--- src/rtl/tmds_rx_pkg.sv ---
// ============================================================================
// Module : tmds_rx_pkg
// Brief  : Shared definitions for the TMDS receive path: control-token codes,
//          the phase-calibration FSM encoding and the token-detect helper.
// Rev    : 1.0  initial release
// ============================================================================
`default_nettype none

package tmds_rx_pkg;

  // The four 10-bit TMDS control-period characters (C1,C0 = 00,01,10,11).
  localparam logic [9:0] TOKEN_0 = 10'h354;
  localparam logic [9:0] TOKEN_1 = 10'h0AB;
  localparam logic [9:0] TOKEN_2 = 10'h154;
  localparam logic [9:0] TOKEN_3 = 10'h2AB;

  typedef enum logic [2:0] {
    ST_WAIT_LOCK = 3'd0,
    ST_DESER_RST = 3'd1,
    ST_SETTLE    = 3'd2,
    ST_MEASURE   = 3'd3,
    ST_EVAL      = 3'd4,
    ST_COMMIT    = 3'd5,
    ST_DONE      = 3'd6,
    ST_FAIL      = 3'd7
  } cal_state_e;

  function automatic logic is_token(input logic [9:0] word);
    return (word == TOKEN_0) || (word == TOKEN_1) ||
           (word == TOKEN_2) || (word == TOKEN_3);
  endfunction

  function automatic int max_int(input int a, input int b);
    return (a > b) ? a : b;
  endfunction

endpackage

`default_nettype wire

--- src/rtl/tmds_rx_phase_cal_tap_eval.sv ---
// ============================================================================
// Module : tmds_tap_eval
// Brief  : Per-tap token counter and longest-run tracker for one channel sweep.
//          Ports: clear   - drop counter and all run state
//                 measure - count a token seen on word this cycle
//                 eval    - close the current tap (good = count >= MIN_TOK)
//                 tap     - tap index being evaluated
//                 word    - recovered 10-bit word of the swept channel
//                 best_start/best_len - earliest longest run of good taps
// Rev    : 1.0  initial release
// ============================================================================
`default_nettype none

module tmds_tap_eval #(
  parameter int WIN_CYC = 4096,
  parameter int MIN_TOK = 256
) (
  input  logic       clk,
  input  logic       rstn,
  input  logic       clear,
  input  logic       measure,
  input  logic       eval,
  input  logic [3:0] tap,
  input  logic [9:0] word,
  output logic [3:0] best_start,
  output logic [4:0] best_len
);
  import tmds_rx_pkg::*;

  localparam int               CNT_W   = $clog2(WIN_CYC + 1);
  localparam logic [CNT_W-1:0] CNT_ONE = CNT_W'(1);

  logic [CNT_W-1:0] tok_cnt_q, tok_cnt_d;
  logic [3:0]       cur_start_q, cur_start_d;
  logic [4:0]       cur_len_q, cur_len_d;
  logic [3:0]       best_start_q, best_start_d;
  logic [4:0]       best_len_q, best_len_d;
  logic             good;
  logic [3:0]       run_start;
  logic [4:0]       run_len;

  always_comb begin
    tok_cnt_d    = tok_cnt_q;
    cur_start_d  = cur_start_q;
    cur_len_d    = cur_len_q;
    best_start_d = best_start_q;
    best_len_d   = best_len_q;
    good         = (32'(tok_cnt_q) >= 32'(MIN_TOK));
    // A run starts at this tap only if the previous tap broke the run.
    run_start    = (cur_len_q == 5'd0) ? tap : cur_start_q;
    run_len      = cur_len_q + 5'd1;

    if (clear) begin
      tok_cnt_d    = '0;
      cur_start_d  = '0;
      cur_len_d    = '0;
      best_start_d = '0;
      best_len_d   = '0;
    end else begin
      if (measure && is_token(word) && (tok_cnt_q != '1)) begin
        tok_cnt_d = tok_cnt_q + CNT_ONE;
      end
      if (eval) begin
        tok_cnt_d = '0;
        if (good) begin
          cur_start_d = run_start;
          cur_len_d   = run_len;
          // Strictly greater keeps the earliest run on a tie.
          if (run_len > best_len_q) begin
            best_start_d = run_start;
            best_len_d   = run_len;
          end
        end else begin
          cur_len_d = '0;
        end
      end
    end
  end

  always_ff @(posedge clk or negedge rstn) begin
    if (!rstn) begin
      tok_cnt_q    <= '0;
      cur_start_q  <= '0;
      cur_len_q    <= '0;
      best_start_q <= '0;
      best_len_q   <= '0;
    end else begin
      tok_cnt_q    <= tok_cnt_d;
      cur_start_q  <= cur_start_d;
      cur_len_q    <= cur_len_d;
      best_start_q <= best_start_d;
      best_len_q   <= best_len_d;
    end
  end

  assign best_start = best_start_q;
  assign best_len   = best_len_q;

endmodule

`default_nettype wire

--- src/rtl/tmds_rx_phase_cal.sv ---
// ============================================================================
// Module : tmds_rx_phase_cal
// Brief  : Brings the 3-channel TMDS deserializer from PLL lock to calibrated
//          operation, sweeping the 16 delay taps of each channel in turn and
//          committing the centre of the longest run of token-rich taps.
//          Inputs : clk, rstn (async, active low), PLLlock, RECAL,
//                   RAWDATAch0..2 (word-aligned, clk-synchronous)
//          Outputs: RSTNdeser, EN, PHASELch0..2, CALbusy, CALdone, CALfail
//                   (all registered)
// Rev    : 1.0  initial release
// ============================================================================
`default_nettype none

module tmds_rx_phase_cal #(
  parameter int LOCK_CYC   = 1024,
  parameter int RST_CYC    = 16,
  parameter int SETTLE_CYC = 64,
  parameter int WIN_CYC    = 4096,
  parameter int MIN_TOK    = 256,
  parameter int RETRY_CYC  = 65536
) (
  input  logic       clk,
  input  logic       rstn,
  input  logic       PLLlock,
  input  logic       RECAL,
  input  logic [9:0] RAWDATAch0,
  input  logic [9:0] RAWDATAch1,
  input  logic [9:0] RAWDATAch2,
  output logic       RSTNdeser,
  output logic       EN,
  output logic [3:0] PHASELch0,
  output logic [3:0] PHASELch1,
  output logic [3:0] PHASELch2,
  output logic       CALbusy,
  output logic       CALdone,
  output logic       CALfail
);
  import tmds_rx_pkg::*;

  localparam int TMR_MAX = max_int(max_int(LOCK_CYC, RST_CYC),
                                   max_int(max_int(SETTLE_CYC, WIN_CYC), RETRY_CYC));
  localparam int               TMR_W       = $clog2(TMR_MAX + 1);
  localparam logic [TMR_W-1:0] TMR_ONE     = TMR_W'(1);
  localparam logic [TMR_W-1:0] LOCK_LAST   = TMR_W'(LOCK_CYC - 1);
  localparam logic [TMR_W-1:0] RST_LAST    = TMR_W'(RST_CYC - 1);
  localparam logic [TMR_W-1:0] SETTLE_LAST = TMR_W'(SETTLE_CYC - 1);
  localparam logic [TMR_W-1:0] WIN_LAST    = TMR_W'(WIN_CYC - 1);
  localparam logic [TMR_W-1:0] RETRY_LAST  = TMR_W'(RETRY_CYC - 1);

  cal_state_e        state_q, state_d;
  logic [TMR_W-1:0]  timer_q, timer_d;
  logic [1:0]        ch_q, ch_d;
  logic [3:0]        tap_q, tap_d;
  logic              fail_flag_q, fail_flag_d;
  logic              rstn_deser_q, rstn_deser_d;
  logic              en_q, en_d;
  logic              busy_q, busy_d;
  logic              done_q, done_d;
  logic              fail_q, fail_d;
  logic [2:0][3:0]   phasel_q, phasel_d;

  logic              ev_clear, ev_measure, ev_eval;
  logic [9:0]        sel_word;
  logic [3:0]        best_start;
  logic [4:0]        best_len;

  always_comb begin
    case (ch_q)
      2'd0:    sel_word = RAWDATAch0;
      2'd1:    sel_word = RAWDATAch1;
      default: sel_word = RAWDATAch2;
    endcase
  end

  tmds_tap_eval #(
    .WIN_CYC (WIN_CYC),
    .MIN_TOK (MIN_TOK)
  ) u_tap_eval (
    .clk        (clk),
    .rstn       (rstn),
    .clear      (ev_clear),
    .measure    (ev_measure),
    .eval       (ev_eval),
    .tap        (tap_q),
    .word       (sel_word),
    .best_start (best_start),
    .best_len   (best_len)
  );

  always_comb begin
    state_d      = state_q;
    timer_d      = timer_q + TMR_ONE;
    ch_d         = ch_q;
    tap_d        = tap_q;
    fail_flag_d  = fail_flag_q;
    rstn_deser_d = rstn_deser_q;
    en_d         = en_q;
    busy_d       = busy_q;
    done_d       = done_q;
    fail_d       = fail_q;
    phasel_d     = phasel_q;
    ev_clear     = 1'b0;
    ev_measure   = 1'b0;
    ev_eval      = 1'b0;

    if ((state_q != ST_WAIT_LOCK) && !PLLlock) begin
      // Lock loss wins over everything; committed taps are deliberately kept.
      state_d      = ST_WAIT_LOCK;
      timer_d      = '0;
      ch_d         = '0;
      tap_d        = '0;
      fail_flag_d  = 1'b0;
      rstn_deser_d = 1'b0;
      en_d         = 1'b0;
      busy_d       = 1'b0;
      done_d       = 1'b0;
      ev_clear     = 1'b1;
    end else begin
      case (state_q)
        ST_WAIT_LOCK: begin
          ev_clear = 1'b1;
          if (!PLLlock) begin
            timer_d = '0;
          end else if (timer_q == LOCK_LAST) begin
            state_d = ST_DESER_RST;
            timer_d = '0;
          end
        end
        ST_DESER_RST: begin
          ev_clear = 1'b1;
          if (timer_q == RST_LAST) begin
            state_d      = ST_SETTLE;
            timer_d      = '0;
            rstn_deser_d = 1'b1;
            en_d         = 1'b1;
            busy_d       = 1'b1;
            fail_d       = 1'b0;
            fail_flag_d  = 1'b0;
            ch_d         = '0;
            tap_d        = '0;
          end
        end
        ST_SETTLE: begin
          phasel_d[ch_q] = tap_q;
          if (timer_q == SETTLE_LAST) begin
            state_d = ST_MEASURE;
            timer_d = '0;
          end
        end
        ST_MEASURE: begin
          ev_measure = 1'b1;
          if (timer_q == WIN_LAST) begin
            state_d = ST_EVAL;
            timer_d = '0;
          end
        end
        ST_EVAL: begin
          ev_eval = 1'b1;
          timer_d = '0;
          if (tap_q != 4'd15) begin
            tap_d   = tap_q + 4'd1;
            state_d = ST_SETTLE;
          end else begin
            state_d = ST_COMMIT;
          end
        end
        ST_COMMIT: begin
          ev_clear = 1'b1;
          timer_d  = '0;
          if (best_len != 5'd0) begin
            // Centre of the run, rounding toward the run start.
            phasel_d[ch_q] = 4'(best_start + ((best_len - 5'd1) >> 1));
          end else begin
            phasel_d[ch_q] = 4'd0;
            fail_flag_d    = 1'b1;
          end
          if (ch_q != 2'd2) begin
            ch_d    = ch_q + 2'd1;
            tap_d   = '0;
            state_d = ST_SETTLE;
          end else if (fail_flag_d) begin
            state_d = ST_FAIL;
            busy_d  = 1'b0;
            fail_d  = 1'b1;
          end else begin
            state_d = ST_DONE;
            busy_d  = 1'b0;
            done_d  = 1'b1;
          end
        end
        ST_DONE: begin
          timer_d = '0;
          if (RECAL) begin
            state_d      = ST_DESER_RST;
            done_d       = 1'b0;
            rstn_deser_d = 1'b0;
            en_d         = 1'b0;
          end
        end
        ST_FAIL: begin
          if (RECAL || (timer_q == RETRY_LAST)) begin
            state_d      = ST_DESER_RST;
            timer_d      = '0;
            rstn_deser_d = 1'b0;
            en_d         = 1'b0;
          end
        end
        default: begin
          state_d = ST_WAIT_LOCK;
          timer_d = '0;
        end
      endcase
    end
  end

  always_ff @(posedge clk or negedge rstn) begin
    if (!rstn) begin
      state_q      <= ST_WAIT_LOCK;
      timer_q      <= '0;
      ch_q         <= '0;
      tap_q        <= '0;
      fail_flag_q  <= 1'b0;
      rstn_deser_q <= 1'b0;
      en_q         <= 1'b0;
      busy_q       <= 1'b0;
      done_q       <= 1'b0;
      fail_q       <= 1'b0;
      phasel_q     <= '0;
    end else begin
      state_q      <= state_d;
      timer_q      <= timer_d;
      ch_q         <= ch_d;
      tap_q        <= tap_d;
      fail_flag_q  <= fail_flag_d;
      rstn_deser_q <= rstn_deser_d;
      en_q         <= en_d;
      busy_q       <= busy_d;
      done_q       <= done_d;
      fail_q       <= fail_d;
      phasel_q     <= phasel_d;
    end
  end

  assign RSTNdeser = rstn_deser_q;
  assign EN        = en_q;
  assign PHASELch0 = phasel_q[0];
  assign PHASELch1 = phasel_q[1];
  assign PHASELch2 = phasel_q[2];
  assign CALbusy   = busy_q;
  assign CALdone   = done_q;
  assign CALfail   = fail_q;

endmodule

`default_nettype wire
--- config.mk ---
export PLATFORM = sky130hd
export DESIGN_NAME = tmds_rx_phase_cal
export DESIGN_NICKNAME = d
export VERILOG_FILES = /design/src/rtl/tmds_rx_pkg.sv /design/src/rtl/tmds_rx_phase_cal_tap_eval.sv /design/src/rtl/tmds_rx_phase_cal.sv
export SDC_FILE = /design/constraint.sdc
export NUM_CORES = 1
export LEC_CHECK = 0
export ABC_AREA = 1
export ABC_CLOCK_PERIOD_IN_PS = 2060
export BUFFER_PORTS_ARGS = -buffer_cell sky130_fd_sc_hd__buf_4
export CORE_MARGIN = 4
export CORE_UTILIZATION = 45
export DETAILED_ROUTE_END_ITERATION = 8
export GPL_TIMING_DRIVEN = 1
export PLACE_DENSITY_LB_ADDON = 0.25
export RECOVER_POWER = 100
export SETUP_SLACK_MARGIN = 0.3
export SLEW_MARGIN = 30
export SYNTH_ARGS = -nofsm -noshare
export SYNTH_HDL_FRONTEND = slang
export SYNTH_SLANG_ARGS = --single-unit
export TNS_END_PERCENT = 30
--- constraint.sdc ---
create_clock -name clk -period 2.06 [get_ports clk]
set_input_delay 0.206 -clock clk [delete_from_list [all_inputs] [get_ports clk]]
set_output_delay 0.206 -clock clk [all_outputs]
set_load 0.005 [all_outputs]
# Yosys cells after proc, flatten, opt, wreduce, memory -nomap -nowiden
# Index checks and enable logic that the tools add are counted.
# totals
input_bits	34
elab_cells	183
reg_bits	74
# op_classes
order_cmp	4
n_eq_ne	34
mux	81
add_sub_neg	7
bitwise	3
reduce_logical	37
# ops
cell	count
17-bit two-way mux	7
17-bit one-hot mux with 6 select lines	1
4-bit two-way mux	13
13-bit two-way mux	3
5-bit two-way mux	7
3-bit inequality test, second input constant	11
3-bit two-way mux	10
12-bit bitwise mux	2
12-bit one-hot mux with 2 select lines	1
3-bit one-hot mux with 8 select lines	1
1-bit two-way mux	23
10-bit equality test, second input constant	2
10-bit one-hot mux with 2 select lines	1
17-bit by 1-bit adder with 17-bit output, second input constant	1
17-bit by 10-bit equality test with 1-bit output, second input constant	1
17-bit by 12-bit equality test with 1-bit output, second input constant	1
17-bit by 16-bit equality test with 1-bit output, second input constant	1
17-bit by 4-bit equality test with 1-bit output, second input constant	1
17-bit by 6-bit equality test with 1-bit output, second input constant	1
13-bit by 1-bit adder with 13-bit output, second input constant	1
13-bit by 9-bit >= comparator with 1-bit output, second input constant	1
13-bit inequality test, second input constant	1
12-bit AND	1
3-bit equality test, second input constant	4
other kinds (40)	70

# Longest topological paths before layout
# Gate-level depths: netlist of run 1.
# depth
depth_word	11
mapped_depth	17

# By module
# Synthesis of run 1 repeated with hierarchy kept, for this count alone.
# unflattened
cells_unflattened	714
area_unflattened_um2	5326.4
# modules_own_cells
mod	area_per_inst_um2	n_inst	cells_per_inst	seq_area_each_um2
tmds_rx_phase_cal	3314.4	1	432	1076.0
tmds_tap_eval	2011.9	1	282	775.7

# Worst setup path before layout of run 1
# Ideal clock, no wire load.
# synth_path
path_kind	register to register
from	register timer_q[0]
to	register timer_q[5]
stages_incl_launch_ff	17
slack_ns	-0.143
required_time_ns	1.988
period_less_slack_ns	2.203
arrival_ns	2.131
path_cell_list	dfrtp_1 -> ha_1 -> nand3_1 -> nor2_2 -> nand4_1 -> nor2_1 -> nand3_1 -> nor2_1 -> ha_1 -> nor4_1 -> a21oi_1 -> nand2_1 -> nand2_1 -> nand2_1 -> nand2_2 -> buf_4 -> nor2_1
# synth_via
elab_chain_cells	5
word_cells_on_any_way	15
classes_between	add/sub: 1; eq/ne: 5; mux: 8; reduce/logical: 1
# synth_lines
element	line	text
from (decl)	tmds_rx_phase_cal.sv:51	logic [TMR_W-1:0] timer_q, timer_d;
from (signal assigned)	tmds_rx_phase_cal.sv:231	timer_q <= timer_d;
17-bit by 1-bit adder with 17-bit output (tied with other cells)	tmds_rx_phase_cal.sv:92	timer_d = timer_q + TMR_ONE;
17-bit two-way mux or 1-bit logical OR (tied branches)	tmds_rx_phase_cal.sv:124, tmds_rx_phase_cal.sv:201	
17-bit two-way mux (on tied branches)	tmds_rx_phase_cal.sv:122, tmds_rx_phase_cal.sv:201	
17-bit one-hot mux with 6 select lines (*)	tmds_rx_phase_cal.sv:119	case (state_q)
17-bit two-way mux (*)	tmds_rx_phase_cal.sv:106	if ((state_q != ST_WAIT_LOCK) && !PLLlock) begin
named net timer_d[5]	tmds_rx_phase_cal.sv:51	
# Mark *: on every way through the listed nets, which the timed path passes. The rest lies on a longest branch.
# A chain may end at the register's enable or synchronous reset.

# Worst setup path in the final report of run 1
# layout_path
from	register timer_q[0]
to	register timer_q[9]
# The elaborated chain is that of the path after synthesis.

==> metrics.md, run 1 <==
| Metric | Value |
|---|---|
| Status | `complete, but fails checks` |
| Failing checks | `negative setup slack` |
| Ys Warns | `0` |
| Std-Cell Rows | `38` |
| Drt first pass iters | `5` |
| Synth top area share | `0.372` |
| Post-synthesis register bit count | `74` |
| Synth top area cells | `dfrtp_1, nand2_1, inv_1` |
| Skew final | `0.0173 ns` |
| Area of the multi-input gates | `3140 µm²` |
| Setup ws final | `-0.193 ns` |
| Mapped Area | `4980 µm²` |
| Layout net count | `874` |
| Slew Limit Fails | `0` |
| Tot GR Track Use | `0.201` |
| Estimated wirelength of the detail-placed design | `8880 µm` |
| Antenna cells | `0` |
| Setup TNS | `-3.19 ns` |
| CP Max Fanout | `7` |
| Sequential fraction of the synthesis area | `0.372` |
| Crit start category | `flop` |
| Relative slew slack | `0.472` |
| Non-Filler Instances | `960` |
| Post-Place Worst Slack | `-0.115 ns` |
| Clock transition at path regs | `0.08 ns` |
| Die X | `113 µm` |
| Post-synth cell types | `37` |
| Sink count of the clock tree | `74` |
| Number of max-cap violations | `0` |
| Final hold vios | `0` |
| Vias/cell | `5.12` |
| Worst-skew pair later-pin latency | `0.36 ns` |
| Post-Place Cells | `935` |
| Via count | `4,911` |
| Cells after synthesis | `714` |
| VDD IR max | `0.475 mV` |
| Initial antenna violation count | `0` |
| Fillers | `947` |
| H-tree Lvls | `3` |
| Crit path time final | `2.25 ns` |
| Wirelength per Cell | `13.1 µm` |
| Vert. Die Dim | `113 µm` |
| RSZ-0062 raised after global routing | `true` |
| Crit path kind | `reg2reg` |
| Commonest non-fill, non-tap cell in the layout | `nand2_1` |
| Port bufs | `47` |
| Area leader, netlist | `dfrtp_1` |
| Initial Util | `0.459` |
| CP Capture Type | `flop` |
| Global-route wire length before repair | `21,100 µm` |
| P_leak | `0.00315 µW` |
| Routed WL | `12,600 µm` |
| Remaining DRCs | `0` |
| Largest net degree at the start of global routing | `44` |
| Ports | `51` |
| Arrival @ worst endpoint | `2.50 ns` |
| Ratio of cells with drive above 1 in the final layout | `0.284` |
| PD cells | `650 nW/µm²` |
| TritonCTS Buffers | `9` |
| Global route overflow | `0` |
| Post-DRT Antenna Nets | `0` |
| Vias in the first global route | `4,662` |
| Cell area after layout | `6620 µm²` |
| CTS root buffer | `clkbuf_8` |
| Register area | `1850 µm²` |
| RePlAce Congestion | `0.929` |
| Fin crit share | `1.09` |
| Avg Inst Size Synth | `6.97 µm²` |
| Layout area overhead | `33.0%` |
| Endpoints failing setup | `21` |
| CTS tree | `done` |
| DIE AREA | `12,800 µm²` |
| Slew @ Worst Pin | `0.792 ns` |
| Commonest cells after routing, fill and taps aside | `nand2_1, inv_1, dfrtp_1, buf_4, nor2_1` |
| Area post-placement | `5850 µm²` |
| Max clock buf depth | `2` |
| Area of the core | `10,800 µm²` |
| Post-synth net total | `773` |
| Iter 0 DRT Violations | `332` |
| Fmax | `0.444 GHz` |
| CP required | `2.31 ns` |
| Hold Crit Class | `in2reg` |
## stage by stage
step	power, µW	util	hold slack, ns
after floorplan	2350	-	-0.0896
after global placement	2790	0.539	0.170
after detailed placement	2820	0.539	0.174
after CTS	4160	0.593	0.250
after global routing	4580	0.610	0.294
final	4300	0.610	0.260
## registers in the layout, summed over array words and instances (netlist names)
| name | count |
|---|---|
| CALbusy | 1 |
| CALdone | 1 |
| CALfail | 1 |
| EN | 1 |
| PHASELch0 | 4 |
| PHASELch1 | 4 |
| PHASELch2 | 4 |
| ch_q | 2 |
| fail_flag_q | 1 |
| state_q | 3 |
| tap_q | 4 |
| timer_q | 17 |
| u_tap_eval.best_len | 5 |
| u_tap_eval.best_start | 4 |
| u_tap_eval.cur_len_q | 5 |
| u_tap_eval.cur_start_q | 4 |
| u_tap_eval.tok_cnt_q | 13 |
## power breakdown
group | switching, µW | internal, µW | leakage, µW | total [µW]
combinational | 842 | 583 | 0.00203 | 1430
clock | 579 | 687 | 0.000110 | 1270
sequential | 73.6 | 1540 | 0.00102 | 1610
## critical path, cell delays in order (launching register included)
cell and delay [ns]:
dfrtp_1 0.40, ha_4 0.16, nand3_4 0.08, nor2_4 0.10, nand4_1 0.13, nor2_2 0.19, nand3_2 0.12, nor2_2 0.14
ha_2 0.20, nor4_4 0.05, a21oi_2 0.10, nand2_1 0.05, nand2_1 0.07, nand2_2 0.07, nand2_4 0.10, clkbuf_16 0.15
nor2_1 0.04
## cells in the mapped netlist (all sizes together)
library cell  number
o31ai              3
o22ai              8
and2               1
a31oi              4
a211oi             2
nand2            214
a21o               1
clkbuf             2
buf               11
nand3b             2
inv              102
xor2              16
nor2              80
nor4               6
a21oi             13
a41oi              1
nor3              17
o21ai             45
o21bai             2
nand3             68
fa                 1
o32ai              1
dfrtp             74
mux2               2
xnor2              5
ha                24
or2                1
nor3b              1
o21a               2
nand4              5
## worst paths after layout
path | slack [ns] | end | depth (start not counted) | from
max | -0.19 | timer_q[9] | 16 | timer_q[0]
min | 0.26 | CALdone | 4 | RECAL
max reg2reg | -0.19 | timer_q[9] | 16 | timer_q[0]
min reg2reg | 0.49 | PHASELch1[1] | 2 | PHASELch1[1]
max in group asynchronous | 0.40 | ch_q[0] | 3 | rstn
min in group asynchronous | 0.47 | PHASELch2[2] | 2 | rstn
## layout make-up
class,instances,area share
tap,140,0.0265
sequential,74,0.280
multi-input combinational,525,0.474
timing repair buffer,103,0.128
inverter,102,0.0582
clock buffer,10,0.0193
clock inverter,6,0.0138
## per-layer routing
layer / routed length (µm) / part of all wire / track usage
met1: 5720 / 0.46 / 0.261
met5: 0 / 0 / 0
met3: 602 / 0.048 / 0.0337
met2: 6040 / 0.48 / 0.344
met4: 209 / 0.017 / 0.0617
## cell families (layout without fill, tap and decap cells)
family                   Yosys count  count (layout)  share of synthesized area
AO/OA/AOI/OAI                     82              82                     0.0920
multiplexers                       2               2                    0.00452
flip-flops                        74              74                      0.372
XOR/XNOR                          21              21                     0.0370
buffers and inverters            115             221                     0.0940
AND/OR/NAND/NOR                  395             395                      0.336
adder cells (fa/ha/maj)           25              25                     0.0644
## what timing repair did
item                                    CTS  global route
cloned                                    0             1
resized for setup                        88            49
endpoints found under the hold margin    31             0
pin swaps                                58            26
endpoints found under the setup margin   63            71
hold buffers                              1             0
buffers inserted                          5             2
Power figures use the tool's default switching activity.
==> run 2, diff against run 1 <==
--- a/config.mk
+++ b/config.mk
@@ -12,6 +12,7 @@
 export CORE_UTILIZATION = 45
 export DETAILED_ROUTE_END_ITERATION = 8
 export GPL_TIMING_DRIVEN = 1
+export MAX_ROUTING_LAYER = met4
 export PLACE_DENSITY_LB_ADDON = 0.25
 export RECOVER_POWER = 100
 export SETUP_SLACK_MARGIN = 0.3
==> run 2 against run 1 <==
The flow still finishes with violations (negative setup slack). Via count increased by 0.57%. Sequential cell count unchanged. Count of clock-buffer cells in the layout unchanged. Sequential power about the same. Non-clock buffer count unchanged. Global-route usage increased by 0.56 points. Clock power about the same. Maximum frequency increased by 0.48%. Utilization decreased by 0.13 points. Critical path depth unchanged. First-iteration DRC count decreased by 3.0%. Worst setup slack improved by 0.011 ns. Critical path type unchanged. Critical endpoint unchanged. Largest power group unchanged.
==> metrics.md, run 2 (synthesis gave the netlist of run 1 again) <==
| Metric | Value |
|---|---|
| CTS tree | `done` |
| Iter 0 DRT Violations | `322 (-3.0%)` |
| Crit path kind | `reg2reg` |
| Estimated wirelength of the detail-placed design | `8880 µm (unchanged)` |
| Via count | `4,939 (+0.57%)` |
| Commonest cells after routing, fill and taps aside | `nand2_1, inv_1, dfrtp_1, buf_4, nor2_1` |
| Vias in the first global route | `4,665 (+0.064%)` |
| Largest registers | `timer_q (17), u_tap_eval.tok_cnt_q (13)` |
| Post-DRT Antenna Nets | `0 (unchanged)` |
| Non-Filler Instances | `960 (unchanged)` |
| Relative slew slack | `0.471 (-0.00131)` |
| Status | `complete, but fails checks` |
| Layout area overhead | `32.7%` |
| Slew @ Worst Pin | `0.794 ns (+0.00196 ns)` |
| Std-Cell Rows | `38 (unchanged)` |
| Largest net degree at the start of global routing | `44 (unchanged)` |
| Commonest non-fill, non-tap cell in the layout | `nand2_1` |
| P_leak | `0.00315 µW (-0.17%)` |
| Hold Crit Class | `in2reg` |
| Vert. Die Dim | `113 µm (unchanged)` |
| Hold path start | `RECAL` |
| Fin Hold WS | `0.262 ns (+0.00142 ns)` |
| Crit path time final | `2.24 ns (-0.0108 ns)` |
| Remaining DRCs | `0 (unchanged)` |
| Fillers | `949 (+0.21%)` |
| Post-Place Worst Slack | `-0.115 ns (unchanged)` |
| Most flops, register | `timer_q` |
| Tot GR Track Use | `0.207 (+0.00562)` |
| Ratio of cells with drive above 1 in the final layout | `0.283 (-0.00122)` |
| Routed WL | `12,600 µm (+0.45%)` |
| Global route overflow | `0 (unchanged)` |
| TritonCTS Buffers | `9 (unchanged)` |
| Slew Limit Fails | `0 (unchanged)` |
| RSZ-0062 raised after global routing | `true` |
| CTS root buffer | `clkbuf_8` |
| Global-route wire length before repair | `21,100 µm (about the same)` |
| Antenna cells | `0 (unchanged)` |
| Clock transition at path regs | `0.08 ns (about the same)` |
| Number of flip-flops in the largest register | `17 (unchanged)` |
| H-tree Lvls | `3 (unchanged)` |
| Layout net count | `874 (unchanged)` |
| CP required | `2.31 ns (about the same)` |
| Vias/cell | `5.14 (+0.57%)` |
| Sink count of the clock tree | `74 (unchanged)` |
| Final hold vios | `0 (unchanged)` |
| Worst r2r src | `timer_q[0]` |
| Drt first pass iters | `5 (unchanged)` |
| Flop2flop setup slack | `-0.18 ns (about the same)` |
| Wirelength per Cell | `13.1 µm (+0.45%)` |
| Setup TNS | `-2.96 ns (+0.230 ns)` |
| Number of max-cap violations | `0 (unchanged)` |
| CP Max Fanout | `7 (unchanged)` |
| Ports | `51 (unchanged)` |
| Arrival @ worst endpoint | `2.49 ns (about the same)` |
| Endpoints failing setup | `21 (unchanged)` |
| Crit. Startpoint | `timer_q[0]` |
| Setup ws final | `-0.183 ns (+0.0108 ns)` |
| Skew final | `0.0173 ns (+0.0000277 ns)` |
| Area of the core | `10,800 µm² (unchanged)` |
| Post-Place Cells | `935 (unchanged)` |
| Max clock buf depth | `2 (unchanged)` |
| Die X | `113 µm (unchanged)` |
| Initial Util | `0.459 (unchanged)` |
| Fin crit share | `1.09 (-0.00524)` |
| VDD IR max | `0.473 mV (-0.46%)` |
| PD cells | `653 nW/µm² (+0.44%)` |
| Failing checks | `negative setup slack` |
| Initial antenna violation count | `0 (unchanged)` |
| Worst-skew pair later-pin latency | `0.36 ns (about the same)` |
| Crit start category | `flop` |
| Fmax | `0.446 GHz (+0.48%)` |
| Port bufs | `47 (unchanged)` |
| RePlAce Congestion | `0.946 (+1.8%)` |
| DIE AREA | `12,800 µm² (unchanged)` |
| CP Capture Type | `flop` |
run 2: changes by cell type in the layout (fill, tap and decap cells not counted):
cell	previous run	this run
nand2_2	21	22
buf_4	71	70
nand2_1	188	187
ha_1	12	13
clkbuf_1	2	3
ha_4	10	9
run 2: final timing paths:
kind	endpoint	cells past startpoint
worst max-delay path	timer_q[9]	16
worst min-delay path	CALdone	4
worst max register to register	timer_q[9]	16
worst min register to register	PHASELch1[1]	2
max in group asynchronous	ch_q[0]	3
min in group asynchronous	PHASELch2[2]	2
run 2: where the power goes:
part / internal [µW] / switching [µW] / total (µW)
clock: 687 / 579 / 1270
combinational: 585 / 847 / 1430
sequential: 1540 / 75.7 / 1610
total: 2810 / 1500 / 4310
run 2: metal layers:
layer  share of wire  track usage  vias up
li1                -            -     2497
met1            0.45        0.262     2281
met2            0.48        0.343      137
met3           0.048       0.0321       24
met4           0.018       0.0617        0
met5               0            -        -
run 2: final cells by class:
class	count	area (µm²)	area share
clock buffer	10	128	0.0193
multi-input combinational	525	3130	0.474
tap	140	175	0.0265
inverter	102	385	0.0584
sequential	74	1850	0.281
clock inverter	6	91.3	0.0138
timing repair buffer	103	842	0.128
run 2: through the flow:
step | utilization | instance area (µm²) | power (µW)
after global placement | 0.539 | 5850 | 2790
final | 0.609 | 6600 | 4310
after floorplan | - | 5020 | 2350
after global routing | 0.609 | 6600 | 4590
after CTS | 0.593 | 6430 | 4160
after detailed placement | 0.539 | 5850 | 2820
run 2: timing repair:
| action | 4_1_cts | 5_1_grt |
|---|---|---|
| pin swaps | 58 | 26 |
| hold buffers | 1 | 0 |
| resized for setup | 88 | 49 |
| buffers inserted | 5 | 2 |
| setup endpoints to repair | 63 | 71 |
| hold endpoints to repair | 31 | 0 |
| gates cloned | 0 | 1 |
run 2: critical path, cell delays in order (launching register included):
cell,delay (ns)
dfrtp_1,0.40
ha_4,0.16
nand3_4,0.08
nor2_4,0.10
nand4_1,0.13
nor2_2,0.19
nand3_2,0.11
nor2_2,0.14
ha_2,0.20
nor4_4,0.05
a21oi_2,0.10
nand2_1,0.05
nand2_1,0.06
nand2_2,0.07
nand2_4,0.10
clkbuf_16,0.15
nor2_1,0.04
